<file path="src/rtl/apu_ipc_mailbox.sv">
// Host<->APU message mailbox: two independent FIFOs (H2A, A2H) with
// registered level interrupts and sticky overflow flags.
module apu_ipc_mailbox #(
  parameter int unsigned W     = 32,
  parameter int unsigned DEPTH = 4,
  parameter int unsigned CW    = $clog2(DEPTH + 1)
) (
  input  logic          clk,
  input  logic          rst_n,
  input  logic [W-1:0]  host_wdata,
  input  logic          host_wen,
  input  logic          host_ren,
  output logic [W-1:0]  host_rdata,
  output logic [CW-1:0] host_rx_level,
  output logic [CW-1:0] host_tx_level,
  input  logic          host_irq_en,
  output logic          host_irq,
  output logic          host_ovf,
  input  logic          host_ovf_clr,
  input  logic          host_flush,
  input  logic [W-1:0]  apu_wdata,
  input  logic          apu_wen,
  input  logic          apu_ren,
  output logic [W-1:0]  apu_rdata,
  output logic [CW-1:0] apu_rx_level,
  input  logic          apu_irq_en,
  output logic          apu_irq,
  output logic          apu_ovf,
  input  logic          apu_ovf_clr
);

  localparam int unsigned AW = $clog2(DEPTH);
  localparam int unsigned PW = AW + 1;

  // Index 0 is H2A (host writes, APU reads); index 1 is A2H (APU writes, host reads).
  logic [W-1:0]  mem_q [2][DEPTH];
  logic [PW-1:0] wptr_q [2];
  logic [PW-1:0] wptr_d [2];
  logic [PW-1:0] rptr_q [2];
  logic [PW-1:0] rptr_d [2];
  logic [PW-1:0] level_q [2];
  logic [PW-1:0] level_d [2];
  logic [W-1:0]  wdata [2];
  logic [W-1:0]  rdata [2];
  logic [1:0]    wen, ren, full, empty, push, pop;
  logic [1:0]    ovf_q, ovf_d, ovf_clr, irq_en, irq_q, irq_d;

  assign wdata[0] = host_wdata;
  assign wdata[1] = apu_wdata;
  assign wen      = {apu_wen, host_wen};
  assign ren      = {host_ren, apu_ren};
  assign ovf_clr  = {apu_ovf_clr, host_ovf_clr};
  assign irq_en   = {host_irq_en, apu_irq_en};

  always_comb begin
    push = '0;
    pop  = '0;
    full = '0;
    empty = '0;
    ovf_d = '0;
    irq_d = '0;
    for (int i = 0; i < 2; i++) begin
      level_q[i] = wptr_q[i] - rptr_q[i];
      // Full when the pointers differ only in the wrap bit.
      full[i]    = (wptr_q[i] == {~rptr_q[i][PW-1], rptr_q[i][AW-1:0]});
      empty[i]   = (wptr_q[i] == rptr_q[i]);
      push[i]    = wen[i] & ~full[i];
      pop[i]     = ren[i] & ~empty[i];
      wptr_d[i]  = host_flush ? '0 : wptr_q[i] + PW'(push[i]);
      rptr_d[i]  = host_flush ? '0 : rptr_q[i] + PW'(pop[i]);
      level_d[i] = wptr_d[i] - rptr_d[i];
      ovf_d[i]   = (wen[i] & full[i]) | (ovf_q[i] & ~ovf_clr[i]);
      irq_d[i]   = irq_en[i] & (level_d[i] != '0);
      rdata[i]   = empty[i] ? '0 : mem_q[i][rptr_q[i][AW-1:0]];
    end
  end

  always_ff @(posedge clk or negedge rst_n) begin
    if (!rst_n) begin
      for (int i = 0; i < 2; i++) begin
        wptr_q[i] <= '0;
        rptr_q[i] <= '0;
      end
      ovf_q <= '0;
      irq_q <= '0;
    end else begin
      for (int i = 0; i < 2; i++) begin
        wptr_q[i] <= wptr_d[i];
        rptr_q[i] <= rptr_d[i];
      end
      ovf_q <= ovf_d;
      irq_q <= irq_d;
    end
  end

  // Storage needs no reset: reads of an empty FIFO are forced to zero.
  always_ff @(posedge clk) begin
    for (int i = 0; i < 2; i++) begin
      if (push[i]) mem_q[i][wptr_q[i][AW-1:0]] <= wdata[i];
    end
  end

  assign apu_rdata     = rdata[0];
  assign host_rdata    = rdata[1];
  assign apu_rx_level  = CW'(level_q[0]);
  assign host_tx_level = CW'(level_q[0]);
  assign host_rx_level = CW'(level_q[1]);
  assign host_ovf      = ovf_q[0];
  assign apu_ovf       = ovf_q[1];
  assign apu_irq       = irq_q[0];
  assign host_irq      = irq_q[1];

endmodule
</file>
<file path="config.mk">
export PLATFORM = sky130hd
export DESIGN_NAME = apu_ipc_mailbox
export DESIGN_NICKNAME = d
export VERILOG_FILES = /design/src/rtl/apu_ipc_mailbox.sv
export SDC_FILE = /design/constraint.sdc
export NUM_CORES = 1
export LEC_CHECK = 0
export ABC_AREA = 1
export BUFFER_PORTS_ARGS = -buffer_cell sky130_fd_sc_hd__clkbuf_2
export CAP_MARGIN = 20
export CORE_ASPECT_RATIO = 0.75
export CORE_MARGIN = 10
export CORE_UTILIZATION = 52
export DETAILED_ROUTE_END_ITERATION = 10
export GPL_TIMING_DRIVEN = 0
export PLACE_DENSITY = 0.72
export SYNTH_ARGS = -nofsm -noshare
export SYNTH_HDL_FRONTEND = slang
export SYNTH_SLANG_ARGS = --single-unit
</file>
<file path="constraint.sdc">
create_clock -name clk -period 4.3 [get_ports clk]
set_clock_uncertainty 0.1 [all_clocks]
set_input_delay 0.43 -clock clk [delete_from_list [all_inputs] [get_ports clk]]
set_output_delay 0.43 -clock clk [all_outputs]
set_load 0.005 [all_outputs]
</file>
==> results of run 1 <==
[final cells by class]
cell class / instances / area (sq um) / area share [%]
tap: 288 / 360 / 2.72
clock inverter: 10 / 80.1 / 0.604
sequential: 272 / 8090 / 61.0
clock buffer: 39 / 731 / 5.51
inverter: 46 / 173 / 1.30
multi-input combinational: 542 / 2570 / 19.4
buffer: 49 / 230 / 1.74
timing repair buffer: 174 / 1030 / 7.74
[final timing paths]
path | startpoint | end | slack [ns] | cells after the start
min | apu_wdata[6] | mem_q[0][166] | 0.02 | 1
min reg2reg | ovf_q[1] | ovf_q[1] | 0.44 | 2
max in group asynchronous | rst_n | rptr_q[3] | 3.53 | 2
min in group asynchronous | rst_n | wptr_q[0] | 0.27 | 2
max reg2reg | rptr_q[4] | irq_q[0] | 0.61 | 18
max | rptr_q[4] | irq_q[0] | 0.61 | 18
[cell families after synthesis]
| logic type | count (synthesis) | share of synthesized area [%] |
|---|---|---|
| flip-flops | 272 | 73.5 |
| AO/OA/AOI/OAI | 198 | 9.02 |
| XOR/XNOR | 4 | 0.455 |
| adder cells (fa/ha/maj) | 16 | 1.95 |
| AND/OR/NAND/NOR | 324 | 11.4 |
| buffers and inverters | 95 | 3.66 |
[registers in the layout, summed over array words and instances (netlist names)]
| register | flops |
|---|---|
| irq_q | 2 |
| ovf_q | 2 |
| rptr_q | 6 |
| mem_q | 256 |
| wptr_q | 6 |
[worst max-delay path, delay by kind of cell (launching register included)]
kind	cells	cell delay (ns)
adders and majority gates	4	1.10
DFF	1	0.35
AOI/OAI and AO/OA	1	0.19
and+or+nand+nor	7	0.81
buffers and inverters	6	1.00
[stage by stage]
step	instances	power [mW]	hold WS (ns)	setup TNS (ns)	instance area [sq um]
final	1420	6.67	0.0217	0	13300
after detailed placement	1364	4.55	0.302	0	12400
after floorplan	909	3.88	0.0344	0	11000
after global routing	1420	7.01	0.00744	0	13300
after CTS	1420	6.72	0.0000941	0	13300
after global placement	1348	4.51	0.290	-234.37	12100
[cells in the mapped netlist, drive strengths merged]
library cell / number
edfxtp: 256
xor2: 2
nor2: 278
ha: 14
nand3: 11
o21ai: 128
nand2: 31
nor3: 4
fa: 2
clkinv: 3
buf: 34
dfrtp: 16
o22ai: 2
clkbuf: 15
a21oi: 68
inv: 43
xnor2: 2
[power breakdown]
| group | total [mW] | switching (mW) | internal, mW |
|---|---|---|---|
| Sequential | 3.06 | 0.0355 | 3.03 |
| Clock | 2.18 | 0.936 | 1.24 |
| Combinational | 1.43 | 0.929 | 0.503 |
[routing by layer]
layer | part of all wire, % | GRT usage (%) | wire length [um]
met1 | 46 | 26.6 | 11700
met2 | 47 | 28.1 | 12100
met3 | 5.9 | 2.86 | 1510
met4 | 1.8 | 4.07 | 456
met5 | 0 | 0 | 0
==> metrics.txt, run 1 <==
cts bufs inserted 27; pin count of the biggest net entering global routing 29; number of distinct standard cells referenced by the synthesized netlist 22; deepest level of the CTS H-tree 1; count of synthesis-stage warnings from yosys 0; fraction of post-synthesis cell area in the top cell type by area 69.8%; HPWL Detailed 17.4 mm; maximum resistive drop on vdd 0.276 mV; post-synthesis net count 1000; register area share after synthesis 73.5%; kind of end point of the critical path register; status completed; cell chain of the critical path buf_2 > inv_1 > buf_2 > ha_1 > nand2_1 > nor2_1 > buf_2 > nor2_1 > ha_1 > ha_1 > nand2_1 > ha_1 > a21oi_1 > inv_1 > nand2_1 > nand3_1 > nand2_1 > inv_1; Area Growth Syn to Fin 20.4%; dpl ws 0.657 ns; largest stage delay on the critical path 0.42 ns; Net count, final 1203; global-route wire length before repair 40.1 mm; Total GRT Usage 18.2%; setup-violating endpoint count in the final report 0; total routed wirelength 25.8 mm; clock root buffer master sky130_fd_sc_hd__clkbuf_16; Placeable Area 21000 sq um; buffers added on ports 151; final max-slew violation count 0; Detail Route Antenna Nets 0; leak pwr 5.13 nW; die area 27500 sq um; type of the worst min-delay path input pin to register; DRC Markers 0; Cell Pwr Density 503 nW/um^2; synthesized flop and latch total 272; average detailed-routed wire length per instance 18.1 um; insertion delay of the later-clocked pin in the worst-skew pair 0.52 ns; FILL cells 1619; Worst slew margin 42.4%; maximum clock frequency 271 MHz; shortest period the worst path allows 3.69 ns; DIE HEIGHT 146 um; setup repair after global routing missed its margin no; die width 188 um; post-synthesis cell type with the largest combined area sky130_fd_sc_hd__edfxtp_1; standard cell with the maximum stage delay on the critical path sky130_fd_sc_hd__nor2_1; # resized after CTS 0; TritonCTS clock tree done; via count 7399; number of instances in the synthesized netlist 909; count of standard-cell rows 46; Critical Path Source Type register; number of buffers inserted for hold repair after clock tree synthesis 7; number of antenna violations at the first check in global routing 0; total grt overflow 0; final cycle utilization of the critical path 85.7%; count of boundary I/O pins 152; number of setup buffers added after CTS 0; arrival time at the worst endpoint 4.00 ns; transition time at the pin with the least slew margin 0.859 ns; highest-count cells in the layout ignoring fill and taps sky130_fd_sc_hd__nor2_1 (272), sky130_fd_sc_hd__edfxtp_1 (256), sky130_fd_sc_hd__clkbuf_2 (151); detailed router's first-iteration violation count 717; via count of the first global-routing pass 7199; CTS clk-pin slew, worst paths 0.06 ns; hold violation total from the final report 0; Maximum Capacitance Violations 0; share of post-route cells with drive strength above 1 21.9%; Final Wtd Congestion 0.763; first-pass iteration count of the detailed router 5; Diodes inserted 0; most common library cell in the layout ignoring fill and taps sky130_fd_sc_hd__nor2_1; critical path fanouts, max 11; clock tree sinks 272; data required time at the worst endpoint 4.62 ns; via count normalized by instance count 5.21; worst setup path class register to register; starting density of the core 52.6%; PnR worst setup slack 0.614 ns; Syn Area/Cell 12.1 sq um; combined area of all synthesized cells 11000 sq um; top post-synthesis cells by area sky130_fd_sc_hd__edfxtp_1 (70%), sky130_fd_sc_hd__nor2_1 (9.4%), sky130_fd_sc_hd__o21ai_0 (5.7%), sky130_fd_sc_hd__dfrtp_1 (3.6%), sky130_fd_sc_hd__a21oi_1 (3.1%); utilization after layout 63.3%; Clock Path Buffers 3
Power figures use the tool's default switching activity.
==> run 2: changes to the inputs <==
==> constraint.sdc (replaced) <==
create_clock -name clk -period 4.3 [get_ports clk]
set_clock_uncertainty 0.1 [all_clocks]
set_input_delay 0.215 -clock clk [delete_from_list [all_inputs] [get_ports clk]]
set_output_delay 0.215 -clock clk [all_outputs]
set_load 0.005 [all_outputs]
==> metrics.txt, run 2 (synthesized netlist as in run 1, its figures left out) <==
Placeable Area 21000 sq um; via count of the first global-routing pass 7691; critical path fanouts, max 11; final-layout setup total negative slack 0 ns; kind of end point of the critical path register; first-pass iteration count of the detailed router 5; Area Growth Syn to Fin 26.5%; Total GRT Usage 19.0%; final max-slew violation count 0; total power 6.72 mW; total grt overflow 0; Maximum Capacitance Violations 0; number of antenna violations at the first check in global routing 1; count of standard-cell rows 46; leak pwr 5.42 nW; Worst slew margin 43.1%; TritonCTS clock tree done; flip-flop count of the largest register after layout 256; shortest period the worst path allows 3.67 ns; deepest level of the CTS H-tree 1; total routed wirelength 26.9 mm; via count normalized by instance count 5.20; arrival time at the worst endpoint 3.99 ns; worst reg2reg endpoint irq_q[0]; launching point of the worst reg2reg path rptr_q[4]; CTS clk-pin slew, worst paths 0.06 ns; maximum clock frequency 272 MHz; die width 188 um; clock tree sinks 272; average detailed-routed wire length per instance 18.1 um; Net count, final 1270; share of post-route cells with drive strength above 1 20.7%; hold violation total from the final report 0; starting density of the core 52.6%; maximum resistive drop on vdd 0.271 mV; register-to-register path setup slack 0.63 ns; insertion delay of the later-clocked pin in the worst-skew pair 0.52 ns; Final Wtd Congestion 0.763; detailed router's first-iteration violation count 688; data required time at the worst endpoint 4.62 ns; Post-Route Hold Slack 0.0665 ns; Critical Path Source Type register; setup-violating endpoint count in the final report 0; DIE HEIGHT 146 um; worst setup path class register to register; HPWL Detailed 17.4 mm; global-route wire length before repair 42.1 mm; cts bufs inserted 27; setup repair after global routing missed its margin no; Cell Pwr Density 483 nW/um^2; via count 7743; final cycle utilization of the critical path 85.4%; die area 27500 sq um; buffers added on ports 151; most common library cell in the layout ignoring fill and taps sky130_fd_sc_hd__nor2_1; DRC Markers 0; R2R depth 18; type of the worst min-delay path input pin to async pin; highest-count cells in the layout ignoring fill and taps sky130_fd_sc_hd__nor2_1 (272), sky130_fd_sc_hd__edfxtp_1 (256), sky130_fd_sc_hd__clkbuf_2 (151); Detail Route Antenna Nets 0; utilization after layout 66.5%; number of setup buffers added after CTS 0; transition time at the pin with the least slew margin 0.850 ns; count of boundary I/O pins 152; clock root buffer master sky130_fd_sc_hd__clkbuf_16; status completed; pin count of the biggest net entering global routing 29; Clock Path Buffers 3
==> run 2: area by class of cell <==
class,count,area (sq um)
clock inverters,10,80.1
flip-flops and latches,272,8090
clock buffers,39,731
repair buffers,241,1700
inverters,46,173
multi-input cells,542,2570
fillers,1533,7020
plain buffers,49,230
diodes,1,2.50
well taps,288,360
==> run 2: worst max path at each step <==
| stage | start | endpoint |
|---|---|---|
| 6_report | rptr_q[4] | irq_q[0] |
| 5_1_grt | rptr_q[4] | irq_q[0] |
| 4_1_cts | rptr_q[4] | irq_q[0] |
| 3_5_place_dp | rptr_q[4] | irq_q[0] |
| 3_3_place_gp | rptr_q[4] | mem_q[0][48] |
| 2_1_floorplan | rptr_q[1] | mem_q[0][160] |
==> run 2: critical path, stage by stage (launching register included) <==
cell and delay [ns]:
sky130_fd_sc_hd__dfrtp_1 0.35, sky130_fd_sc_hd__buf_2 0.18, sky130_fd_sc_hd__inv_1 0.13, sky130_fd_sc_hd__buf_2 0.23, sky130_fd_sc_hd__ha_1 0.34, sky130_fd_sc_hd__nand2_1 0.06
sky130_fd_sc_hd__nor2_1 0.41, sky130_fd_sc_hd__buf_2 0.36, sky130_fd_sc_hd__nor2_1 0.07, sky130_fd_sc_hd__ha_1 0.18, sky130_fd_sc_hd__ha_1 0.26, sky130_fd_sc_hd__nand2_1 0.08
sky130_fd_sc_hd__ha_1 0.32, sky130_fd_sc_hd__a21oi_1 0.19, sky130_fd_sc_hd__inv_1 0.06, sky130_fd_sc_hd__nand2_1 0.06, sky130_fd_sc_hd__nand3_1 0.06, sky130_fd_sc_hd__nand2_1 0.06
sky130_fd_sc_hd__inv_1 0.03
==> run 2: repair_timing <==
item	CTS	global route
endpoints found under the hold margin	282	0
hold buffers	74	0
resized for setup	0	0
==> run 2: metrics by stage <==
step / cells / setup WS [ns] / area (sq um)
3_3_place_gp: 1348 / -1.70 / 12100
5_1_grt: 1488 / 0.208 / 13900
3_5_place_dp: 1364 / 0.657 / 12400
4_1_cts: 1487 / 0.620 / 13900
6_report: 1488 / 0.627 / 13900
2_1_floorplan: 909 / 0.268 / 11000
==> run 2: metal layers <==
metal	routed length (um)	GRT usage [%]
met4	495	4.83
met3	1750	3.31
met1	11900	26.7
met2	12800	30.2
met5	0	0
==> run 2: power breakdown <==
part	internal, mW	total [mW]	switching [mW]
registers	3.03	3.06	0.0360
clock network	1.24	2.18	0.937
logic	0.542	1.48	0.943
